<file path="src/rtl/kpn_sub_arbiter_if.sv">
// kpn_sub_arbiter_if
// Bundles the channel-side signals of the shared subtract arbiter. Every
// per-channel vector is packed with channel c at [c*WIDTH +: WIDTH] for data
// and at bit c for flags and strobes.
//
//   a_data/b_data  token heads of the A/B input FIFOs (registered-read)
//   a_empty/b_empty input FIFO empty flags
//   a_rd/b_rd      input FIFO pop strobes (one-cycle pulses)
//   out_data       per-channel result register
//   out_full       output FIFO full flags
//   out_wr         output FIFO push strobes (one-cycle pulses)
//   grant          one-hot owner of the datapath, 0 when idle
//   op_count       completed transactions, both channels, wrapping
//
// slave  : the arbiter's view
// master : the FIFO / environment view
interface kpn_sub_arbiter_if #(
  parameter int WIDTH = 16
);
  logic [2*WIDTH-1:0] a_data;
  logic [1:0]         a_empty;
  logic [1:0]         a_rd;
  logic [2*WIDTH-1:0] b_data;
  logic [1:0]         b_empty;
  logic [1:0]         b_rd;
  logic [2*WIDTH-1:0] out_data;
  logic [1:0]         out_full;
  logic [1:0]         out_wr;
  logic [1:0]         grant;
  logic [15:0]        op_count;

  modport slave (
    input  a_data, a_empty, b_data, b_empty, out_full,
    output a_rd, b_rd, out_data, out_wr, grant, op_count
  );

  modport master (
    output a_data, a_empty, b_data, b_empty, out_full,
    input  a_rd, b_rd, out_data, out_wr, grant, op_count
  );
endinterface

</file>
<file path="src/rtl/kpn_sub_arbiter.sv">
// kpn_sub_arbiter
// One saturating subtractor shared round-robin between two KPN channels. A
// granted transaction pops one token from the channel's A and B FIFOs,
// computes max(A-B, 0) and pushes it into that channel's output FIFO.
//
// Ports:
//   clk    system clock, rising edge
//   rst_n  asynchronous active-low reset
//   bus    kpn_sub_arbiter_if.slave (FIFO flags/data in, strobes/results out)
//
// state | meaning
// IDLE  | sample eligibility, pick a channel, launch pop strobes
// READ  | a_rd/b_rd of the granted channel high this cycle
// EXEC  | FIFO heads valid, capture clamped difference into out_data[g]
// WRITE | wait for out_full[g]==0, then pulse out_wr[g] and return to IDLE
//
// All outputs come straight from flops. The pop strobes are loaded together
// with the grant, so they are high exactly during READ. The push strobe is
// loaded when WRITE sees room, so it is high during the IDLE cycle that
// follows; grant to out_wr is therefore three cycles and one result can
// complete every four cycles. The downstream FIFO only fills through our own
// writes, so the one-cycle gap between sampling out_full and pushing is safe.
module kpn_sub_arbiter #(
  parameter int WIDTH = 16
) (
  input  logic              clk,
  input  logic              rst_n,
  kpn_sub_arbiter_if.slave  bus
);

  typedef enum logic [1:0] {IDLE, READ, EXEC, WRITE} state_t;

  state_t             state;
  logic               last;       // index of the most recently granted channel
  logic [1:0]         grant_q;
  logic [1:0]         a_rd_q;
  logic [1:0]         b_rd_q;
  logic [1:0]         out_wr_q;
  logic [2*WIDTH-1:0] out_data_q;
  logic [15:0]        op_cnt;

  logic [1:0]         elig;
  logic               pick;
  logic [1:0]         pick_oh;
  logic [WIDTH-1:0]   a_sel;
  logic [WIDTH-1:0]   b_sel;
  logic [WIDTH-1:0]   diff;

  assign elig = ~bus.a_empty & ~bus.b_empty & ~bus.out_full;

  // With both eligible the channel not served last wins; otherwise the
  // single eligible one.
  assign pick    = (elig == 2'b11) ? ~last : elig[1];
  assign pick_oh = pick ? 2'b10 : 2'b01;

  // Outside IDLE, last is the granted channel.
  assign a_sel = last ? bus.a_data[2*WIDTH-1:WIDTH] : bus.a_data[WIDTH-1:0];
  assign b_sel = last ? bus.b_data[2*WIDTH-1:WIDTH] : bus.b_data[WIDTH-1:0];
  assign diff  = (a_sel > b_sel) ? (a_sel - b_sel) : '0;

  always_ff @(posedge clk or negedge rst_n) begin
    if (!rst_n) begin
      state      <= IDLE;
      last       <= 1'b1;
      grant_q    <= '0;
      a_rd_q     <= '0;
      b_rd_q     <= '0;
      out_wr_q   <= '0;
      out_data_q <= '0;
      op_cnt     <= '0;
    end else begin
      a_rd_q   <= '0;
      b_rd_q   <= '0;
      out_wr_q <= '0;
      case (state)
        IDLE: begin
          if (elig != 2'b00) begin
            grant_q <= pick_oh;
            last    <= pick;
            a_rd_q  <= pick_oh;
            b_rd_q  <= pick_oh;
            state   <= READ;
          end
        end
        READ: begin
          state <= EXEC;
        end
        EXEC: begin
          if (last) out_data_q[2*WIDTH-1:WIDTH] <= diff;
          else      out_data_q[WIDTH-1:0]       <= diff;
          state <= WRITE;
        end
        WRITE: begin
          if (!bus.out_full[last]) begin
            out_wr_q <= grant_q;
            op_cnt   <= op_cnt + 16'd1;
            grant_q  <= '0;
            state    <= IDLE;
          end
        end
        default: state <= IDLE;
      endcase
    end
  end

  assign bus.a_rd     = a_rd_q;
  assign bus.b_rd     = b_rd_q;
  assign bus.out_wr   = out_wr_q;
  assign bus.out_data = out_data_q;
  assign bus.grant    = grant_q;
  assign bus.op_count = op_cnt;

endmodule

</file>
<file path="src/flat_wrapper.sv">
// flat-port wrapper written by rule: the top's interface ports become plain ports
module kpn_sub_arbiter_flat 
#(
  parameter int WIDTH = 16
)
  (clk, rst_n, bus_a_data, bus_a_empty, bus_b_data, bus_b_empty, bus_out_full, bus_a_rd, bus_b_rd, bus_out_data, bus_out_wr, bus_grant, bus_op_count);
  kpn_sub_arbiter_if #(.WIDTH(WIDTH)) bus_i ();
  input  logic clk;
  input  logic rst_n;
  input wire logic [$bits(bus_i.a_data)-1:0] bus_a_data;
  input wire logic [$bits(bus_i.a_empty)-1:0] bus_a_empty;
  input wire logic [$bits(bus_i.b_data)-1:0] bus_b_data;
  input wire logic [$bits(bus_i.b_empty)-1:0] bus_b_empty;
  input wire logic [$bits(bus_i.out_full)-1:0] bus_out_full;
  output wire logic [$bits(bus_i.a_rd)-1:0] bus_a_rd;
  output wire logic [$bits(bus_i.b_rd)-1:0] bus_b_rd;
  output wire logic [$bits(bus_i.out_data)-1:0] bus_out_data;
  output wire logic [$bits(bus_i.out_wr)-1:0] bus_out_wr;
  output wire logic [$bits(bus_i.grant)-1:0] bus_grant;
  output wire logic [$bits(bus_i.op_count)-1:0] bus_op_count;
  assign bus_i.a_data = bus_a_data;
  assign bus_i.a_empty = bus_a_empty;
  assign bus_i.b_data = bus_b_data;
  assign bus_i.b_empty = bus_b_empty;
  assign bus_i.out_full = bus_out_full;
  assign bus_a_rd = bus_i.a_rd;
  assign bus_b_rd = bus_i.b_rd;
  assign bus_out_data = bus_i.out_data;
  assign bus_out_wr = bus_i.out_wr;
  assign bus_grant = bus_i.grant;
  assign bus_op_count = bus_i.op_count;
  kpn_sub_arbiter #(.WIDTH(WIDTH)) u_core (.clk(clk), .rst_n(rst_n), .bus(bus_i));
endmodule
</file>
<file path="config.mk">
export PLATFORM = sky130hd
export DESIGN_NAME = kpn_sub_arbiter_flat
export DESIGN_NICKNAME = d
export VERILOG_FILES = /design/src/rtl/kpn_sub_arbiter_if.sv /design/src/rtl/kpn_sub_arbiter.sv /design/src/flat_wrapper.sv
export SDC_FILE = /design/constraint.sdc
export NUM_CORES = 1
export LEC_CHECK = 0
export BUFFER_PORTS_ARGS = -buffer_cell sky130_fd_sc_hd__buf_2
export CAP_MARGIN = 15
export CORE_MARGIN = 4
export CORE_UTILIZATION = 39
export CTS_BUF_LIST = sky130_fd_sc_hd__clkbuf_4
export DETAILED_ROUTE_END_ITERATION = 10
export GPL_ROUTABILITY_DRIVEN = 0
export HOLD_SLACK_MARGIN = 0.02
export PLACE_DENSITY = 0.74
export SLEW_MARGIN = 20
export SYNTH_ARGS = -nofsm -noshare
export SYNTH_HDL_FRONTEND = slang
export SYNTH_SLANG_ARGS = --single-unit
export TNS_END_PERCENT = 5
</file>
<file path="constraint.sdc">
create_clock -name clk -period 6.45 [get_ports clk]
set_input_delay 0.645 -clock clk [delete_from_list [all_inputs] [get_ports clk]]
set_output_delay 0.645 -clock clk [all_outputs]
set_load 0.05 [all_outputs]
</file>
==> results of run 1 <==
==> where the power goes <==
group | internal [mW] | leakage, nW | switching [mW]
Combinational | 0.448 | 1.40 | 0.875
Clock | 0.205 | 0.101 | 0.128
Sequential | 0.466 | 0.754 | 0.106
Total | 1.12 | 2.25 | 1.11
==> layer usage <==
layer  routed length (um)  part of all wire  track usage
met1                 3760              0.44        0.212
met2                 4060              0.47        0.273
met4                  124             0.014       0.0505
met5                    7           0.00082            0
met3                  623             0.073       0.0406
==> sequential cells by signal, indices dropped and copies added (netlist names) <==
register and flops:
u_core.bus.grant 2, u_core.state 2, u_core.bus.out_wr 2, u_core.last 1, u_core.bus.op_count 16, u_core.bus.a_rd 2, u_core.bus.out_data 32
==> area by class of cell <==
cell class                      instances  area (um^2)  area share
Tap cell                              108          135      0.0309
Clock buffer                           11         82.6      0.0189
Multi-Input combinational cell        283         1950       0.446
Sequential cell                        57         1430       0.327
Clock inverter                          5          104      0.0238
Timing Repair Buffer                  128          643       0.147
Inverter                                8         30.0     0.00687
==> per-stage QoR <==
step,util,worst slack (ps)
floorplan,-,3230
global placement,0.480,2880
detailed placement,0.480,2670
CTS,0.501,2660
global route,0.501,2380
finish,0.501,2690
==> Yosys cell counts (all sizes together) (4+ instances only) <==
| cell type | instances |
|---|---|
| nand4 | 6 |
| nor3 | 7 |
| a21oi | 13 |
| mux2i | 18 |
| nor2 | 14 |
| nand2 | 61 |
| xor2 | 7 |
| o21ai | 38 |
| nor2b | 5 |
| mux2 | 19 |
| and3 | 10 |
| inv | 8 |
| nand2b | 4 |
| xnor2 | 19 |
| ha | 20 |
| o31ai | 5 |
| a21o | 4 |
| clkbuf | 7 |
| dfrtp | 56 |
| buf | 9 |
| nand3 | 8 |
==> worst paths after layout <==
kind	endpoint	slack (ps)	cells after the start
max	u_core.bus.out_data[31]	2690	10
min	u_core.bus.op_count[7]	360	2
max reg2reg	u_core.bus.out_data[31]	2690	10
min reg2reg	u_core.bus.op_count[15]	470	1
max in group asynchronous	u_core.bus.out_data[11]	5590	2
min in group clk	u_core.bus.op_count[15]	470	1
==> kinds of logic (layout without fill, tap and decap cells) <==
kind of cell,count (synthesis),after routing,share of synthesized area
flip-flops,57,57,0.409
AO/OA/AOI/OAI,77,77,0.138
adder cells (fa/ha/maj),21,21,0.0774
buffers and inverters,24,152,0.0333
AND/OR/NAND/NOR,122,122,0.164
multiplexers,37,37,0.113
XOR/XNOR,26,26,0.0652
==> worst max-delay path, stage by stage, from the launching register on <==
cell      delay [ps]
dfstp_2         1160
mux2_2           420
ha_1             200
inv_1             70
fa_1             200
a21oi_1          110
o211ai_1         260
a21boi_2         120
o22ai_2          470
o311ai_0         330
o31ai_1          320
==> results.cfg, run 1 <==
[status]
status = completed

[worst_setup_path]
worst_ep_arrival_time_ps = 4030
worstSetupStartpointType = register
crit_start = u_core.last
worstSetupPathType = reg -> reg
required_ps = 6720
rr_startpoint = u_core.last
path_max_fanout = 41
critPathCaptureType = register

[cts]
cts-root-buf = clkbuf_4
cts_hold_buffers = 0
clk_latency_ps = 400
cts_tree = yes
cts-htree-levels = 3
cts_buffers = 9
clk_pin_slew_ps = 110
clockBufferDepth = 2
clkSinkCount = 57
ctsResizeCount = 0
post_cts_buffers = 0

[global_routing]
track_usage = 0.164
grt_pass1_wl_um = 13700
grt_max_degree = 58
grt_pass1_vias = 2950
overflow = 0
antenna_found_initial = 1

[yosys]
synth-edff-count = 0
synthesis.nets = 457
synth_area_um2 = 3490
synth_top_area_frac = 0.401
syn_area_per_cell_um2 = 9.59
ys_ff_latch = 57
netlist_instances = 364
ys_seq_area_frac = 0.409
yosysWarningCount = 0
ys_top_cells_by_area = dfrtp_1 (40%), ha_1 (7.2%), nand2_1 (6.6%), mux2_2 (6.1%), mux2i_1 (5.2%)
netlist.top_cell.by_area = dfrtp_1
async_reset_ff_frac = 1.00
synth_ff_type = dfrtp_1
synth.distinct_cells = 48

[job]
cap_viol_max_count = 0

[timing]
rsz0062_at_grt = no
slew_headroom = 0.355
finalCritPeriodShare = 0.584
fin_tns_setup_ps = 0
worst_pin_slew_ps = 968
skew_ps = 25.7
hold_viol_final = 0
finalCriticalPeriod_ps = 3760
fmax_mhz = 266
drv_slew = 0
setup_violations = 0
hold_ws_ps = 363

[pwr]
vdd_drop_max_uv = 179
p_total_mw = 2.23
leakagePower_nw = 2.25
powerDensity_nw_per_um2 = 510

[die]
die_x_um = 103
start_util = 0.400
fp.coreArea_um2 = 8720
rows = 34
die_h_um = 103
die-area_um2 = 10500
ios = 128

[placed_design]
io_buffer_count = 127
dp.cells = 584
hpwl_um = 6880
dpl-instance-area_um2 = 4180

[cells_and_area]
fill_cells = 818
drive_gt1_frac = 0.348
diodes = 0
area_growth_pct = 25.2
mostFrequentLayoutCells = buf_2 (127), nand2_1 (61), dfrtp_1 (56), o21ai_0 (35), ha_1 (20)
fin_area_um2 = 4370
final_common_cell = buf_2
layoutNonFillerInstCount = 600
finalNetCount = 580

[route]
ant_nets = 0
vias = 3057
drcViolationCount = 0
vias_per_cell = 5.10
wl_um = 8570
drt_iter0_drc = 103
dr.pass1.iters = 4
drt-wirelength-per-cell_um = 14.3

[min_path]
min_path_type = in -> async
Note: power is estimated with default switching activity, not from simulation.
==> inputs of run 2 (changes only) <==
Settings changed: PLACE_DENSITY 0.74 to 0.77.
Clock period 6.45 ns to 3.3 ns, I/O delays scaled along.
==> results.cfg, run 2 (synthesized netlist as in run 1, its figures left out) <==
[die]
die_x_um = 103
fp.coreArea_um2 = 8720
ios = 128
start_util = 0.400
rows = 34
die_h_um = 103
die-area_um2 = 10500

[placed_design]
dpl-instance-area_um2 = 4240
hpwl_um = 7000
place_ws_ps = 264
io_buffer_count = 127

[timing]
fmax_mhz = 329
finalCriticalPeriod_ps = 3040
rsz0062_at_grt = no
fin_tns_setup_ps = 0
finalCritPeriodShare = 0.922
drv_slew = 0
worst_pin_slew_ps = 822
skew_ps = 12.8
slew_headroom = 0.450
hold_ws_ps = 263
setup_violations = 0
setup_slack_ps = 257
hold_viol_final = 0

[cts]
cts_buffers = 9
cts_tree = yes
clkSinkCount = 57
ctsResizeCount = 0
clk_pin_slew_ps = 80
cts-htree-levels = 3
clockBufferDepth = 2
cts-root-buf = clkbuf_4
clk_latency_ps = 390

[route]
drt_iter0_drc = 105
ant_nets = 0
drcViolationCount = 0
drt-wirelength-per-cell_um = 14.4
vias_per_cell = 5.22
vias = 3161
wl_um = 8740
dr.pass1.iters = 4

[global_routing]
track_usage = 0.167
grt_pass1_wl_um = 13900
grt_pass1_vias = 3024
grt-busiest-layer = met2
use_met2 = 0.258
met1_usage = 0.228
grt_use_met3 = 0.0413
overflow = 0
grt_max_degree = 34
antenna_found_initial = 0

[worst_setup_path]
cp_num_buf_inv = 1
slowest_delay_ps = 610
path_max_fanout = 16
path_delay_family = compound AO/OA/AOI/OAI gates
crit_path_cell_trace = buf_12 > mux2_2 > ha_1 > and3_1 > o21ai_1 > a31o_2 > a21boi_0 > mux2_2 > o31ai_1
cp_slowest_cell = dfstp_2
worstSetupPathType = reg -> reg
critPathMostFrequentCell = mux2_2
worstSetupStartpointType = register
worst_ep_arrival_time_ps = 3320
critPathCaptureType = register
r2r_cells = 9
required_ps = 3580
cp_num_cells = 9

[cells_and_area]
fin_area_um2 = 4410
drive_gt1_frac = 0.350
fill_cells = 814
register_area_um2 = 1430
mostFrequentLayoutCells = buf_2 (127), nand2_1 (61), dfrtp_1 (56), o21ai_0 (35), ha_1 (20)
largest_reg_flops = 32
diodes = 0
area_growth_pct = 26.2
multi_input_area_um2 = 1950
finalNetCount = 586
final_common_cell = buf_2

[min_path]
min_path_type = in -> reg
holdPathStages = 3

[status]
status = completed

[job]
cap_viol_max_count = 0

[pwr]
vdd_drop_max_uv = 409
powerDensity_nw_per_um2 = 989
leakagePower_nw = 2.27
run 2: cell count changes in the layout (fill, tap and decap cells not counted):
cell           before  now
buf_4               1    4
buf_12              0    2
bufinv_16           3    2
clkinv_1            0    1
clkinv_4            1    0
dlygate4sd3_1       0    1
run 2: final timing paths:
kind / from / to / slack [ps]
worst min-delay path: bus_b_empty[1] / u_core.last / 260
worst min register to register: u_core.bus.op_count[15] / u_core.bus.op_count[15] / 470
worst max register to register: u_core.last / u_core.bus.out_data[31] / 260
max in group asynchronous: rst_n / u_core.bus.out_data[28] / 1990
worst max-delay path: u_core.last / u_core.bus.out_data[31] / 260
min in group asynchronous: rst_n / u_core.bus.op_count[7] / 470
run 2: report_power, final:
part           switching, mW  total [mW]  internal [mW]
sequential             0.136        1.04          0.908
combinational           1.81        2.75          0.942
clock                  0.242       0.559          0.317
run 2: layout make-up:
type,count,share of cell area
repair buffers,134,0.162
inverters,8,0.00681
multi-input cells,283,0.442
well taps,108,0.0307
flip-flops and latches,57,0.324
clock inverters,4,0.0156
clock buffers,11,0.0187
run 2: repair_timing:
item                       in CTS  in global routing
hold buffers                    1                  0
setup endpoints to repair       0                  1
buffers inserted                0                  1
hold endpoints to repair       23                  0
run 2: layer usage:
layer	vias to the layer above	part of all wire	wire, um
met3	12	0.063	548
met1	1495	0.46	4000
met4	0	0.013	116
met5	-	0	0
met2	112	0.47	4080
li1	1542	-	-
run 2: metrics by stage:
stage,utilization,cells,power (mW)
final,0.505,605,4.36
after global routing,0.505,605,4.68
after CTS,0.504,604,4.37
after detailed placement,0.486,588,3.80
after global placement,0.486,588,3.74
after floorplan,-,364,3.13
run 2: worst reg2reg max path, stage by stage (launching register included):
cell	delay, ps
dfstp_2	610
buf_12	180
mux2_2	350
ha_1	380
and3_1	210
o21ai_1	110
a31o_2	270
a21boi_0	180
mux2_2	380
o31ai_1	270
==> inputs of run 3 (changes only) <==
Settings changed: ABC_AREA set to 1, BUFFER_PORTS_ARGS -buffer_cell sky130_fd_sc_hd__buf_2 to -buffer_cell sky130_fd_sc_hd__buf_4, PLACE_DENSITY 0.77 to 0.75.
==> results.cfg, run 3 <==
[status]
status = completed

[worst_setup_path]
worst_ep_arrival_time_ps = 3190
required_ps = 3590
r2r_cells = 13
crit_start = u_core.last
critPathCaptureType = register
r2r_setup_slack_ps = 400
rr_startpoint = u_core.last
worstSetupStartpointType = register
worstSetupPathType = reg -> reg
endpoint = u_core.bus.out_data[28]
path_max_fanout = 27
timing.rr.end = u_core.bus.out_data[28]

[timing]
fin_tns_setup_ps = 0
hold_ws_ps = 326
worst_pin_slew_ps = 708
finalCritPeriodShare = 0.879
skew_ps = 16.2
drv_slew = 0
slew_headroom = 0.528
fmax_mhz = 345
finalCriticalPeriod_ps = 2900
rsz0062_at_grt = no
hold_viol_final = 0
setup_violations = 0

[route]
drt-wirelength-per-cell_um = 12.5
drt_iter0_drc = 194
drcViolationCount = 0
dr.pass1.iters = 5
vias_per_cell = 4.69
wl_um = 10400
vias = 3914
ant_nets = 0

[cts]
cts-htree-levels = 3
cts_buffers = 9
post_cts_buffers = 0
cts-root-buf = clkbuf_4
clkSinkCount = 57
clk_latency_ps = 400
clockBufferDepth = 2
clk_pin_slew_ps = 110
cts_tree = yes

[pwr]
switching_power_mw = 2.83
p_comb_frac = 0.691
vdd_drop_max_uv = 525
leakagePower_nw = 3.02
powerDensity_nw_per_um2 = 964
pwr-share-seq = 0.210
p_total_mw = 5.11
clkPwrFrac = 0.099
intPower_mw = 2.28
switching_share = 0.554

[yosys]
synthesis.nets = 659
synth_ff_type = dfrtp_1
synthMostInstantiatedCell = nand2_1
netlist_instances = 566
synth-edff-count = 0
syn_area_per_cell_um2 = 7.24
netlist_top_cells_count = nand2_1 (246), inv_1 (63), dfrtp_1 (56)
yosysWarningCount = 0
netlist.top_cell.by_area = dfrtp_1
synth_top_area_frac = 0.342
async_reset_ff_frac = 1.00
synth.distinct_cells = 38
ys_ff_latch = 57
ys_seq_area_frac = 0.348
ys_top_cells_by_area = dfrtp_1 (34%), nand2_1 (23%), ha_1 (6.1%), inv_1 (5.8%), nor2_4 (4.1%)
synth_area_um2 = 4100

[placed_design]
hpwl_um = 8480
io_buffer_count = 127

[job]
cap_viol_max_count = 0

[global_routing]
overflow = 0
antenna_found_initial = 0
track_usage = 0.173
grt_pass1_vias = 3965
grt_pass1_wl_um = 17800
grt_max_degree = 58

[min_path]
min_path_type = in -> reg
holdPathStages = 6

[die]
rows = 37
die_h_um = 111
ios = 128
start_util = 0.399
die-area_um2 = 12200
die_x_um = 111
fp.coreArea_um2 = 10300

[cells_and_area]
largest_reg_flops = 32
final_common_cell = nand2_1
area_growth_pct = 29.2
finalNetCount = 787
drive_gt1_frac = 0.268
fin_util = 0.515
diodes = 0
mostFrequentLayoutCells = nand2_1 (246), buf_4 (128), inv_1 (63), dfrtp_1 (56), nor2_1 (25)
==> run 3: cell types whose count changed after synthesis, moves of 7 or more <==
cell,previous run,this run
nor2_1,14,25
nand3_1,7,20
nand4_1,6,13
inv_1,8,63
o21ai_0,35,6
mux2_2,19,0
and3_1,10,1
nand2_1,61,246
nand2_2,0,8
nor2_4,0,15
xnor2_1,19,12
==> run 3: cells by family (layout without fill, tap and decap cells) <==
kind of cell             Yosys count  in the layout  share of synthesized area
adder cells (fa/ha/maj)           21             21                     0.0659
AND/OR/NAND/NOR                  349            349                      0.387
AO/OA/AOI/OAI                     23             23                     0.0342
XOR/XNOR                          20             20                     0.0427
multiplexers                      16             16                     0.0391
buffers and inverters             80            213                     0.0824
flip-flops                        57             57                      0.348
==> run 3: power groups by stage <==
stage	logic, mW	registers [mW]	clock network, mW
after floorplan	2.17	1.64	0
after global placement	3.48	1.08	0
after detailed placement	3.54	1.08	0
after CTS	3.56	1.07	0.521
after global routing	3.90	1.10	0.562
final	3.53	1.07	0.504
==> run 3: per-stage QoR <==
| stage | instances | instance area [um^2] | setup WS [ps] |
|---|---|---|---|
| after floorplan | 566 | 4100 | 592 |
| after global placement | 818 | 5150 | 515 |
| after detailed placement | 818 | 5150 | 431 |
| after CTS | 835 | 5300 | 388 |
| after global routing | 835 | 5300 | 152 |
| final | 835 | 5300 | 399 |
==> run 3: routing by layer <==
metal | vias to the layer above | track usage | share of wire
li1 | 2016 | - | -
met1 | 1769 | 0.205 | 0.42
met4 | 0 | 0.0386 | 0.014
met2 | 113 | 0.301 | 0.51
met3 | 16 | 0.0603 | 0.065
met5 | - | 0 | 0
==> run 3: timing repair <==
item,in CTS,in global routing
gates resized for setup,0,0
endpoints found under the hold margin,56,0
hold buffers,1,0
==> run 3: worst min-delay path by stage <==
stage / from / slack, ps / to
2_1_floorplan: rst_n / 30 / u_core.bus.a_rd[0]
3_3_place_gp: rst_n / 420 / u_core.bus.out_wr[0]
3_5_place_dp: rst_n / 440 / u_core.bus.out_wr[0]
4_1_cts: bus_a_empty[1] / 290 / u_core.bus.a_rd[0]
5_1_grt: bus_a_empty[1] / 310 / u_core.bus.a_rd[0]
6_report: bus_a_empty[0] / 330 / u_core.bus.a_rd[0]
==> run 3: layout make-up <==
class                      count  area, um^2
clock buffer                   9        67.6
sequential                    57        1430
multi-input combinational    429        2330
fill                        1034        4980
inverter                      68         256
clock inverter                 7        71.3
timing repair buffer         129         971
tap                          136         170
==> run 3: worst max-delay path, stage by stage, from the launching register on <==
cell	delay (ps)
dfstp_2	700
buf_4	380
mux2i_1	230
ha_1	300
nand2_2	140
inv_2	30
nand2_1	70
nand2_2	60
a21oi_2	280
nand2_4	90
nand2_4	250
nor2_1	100
nand2_1	70
nand2_1	60
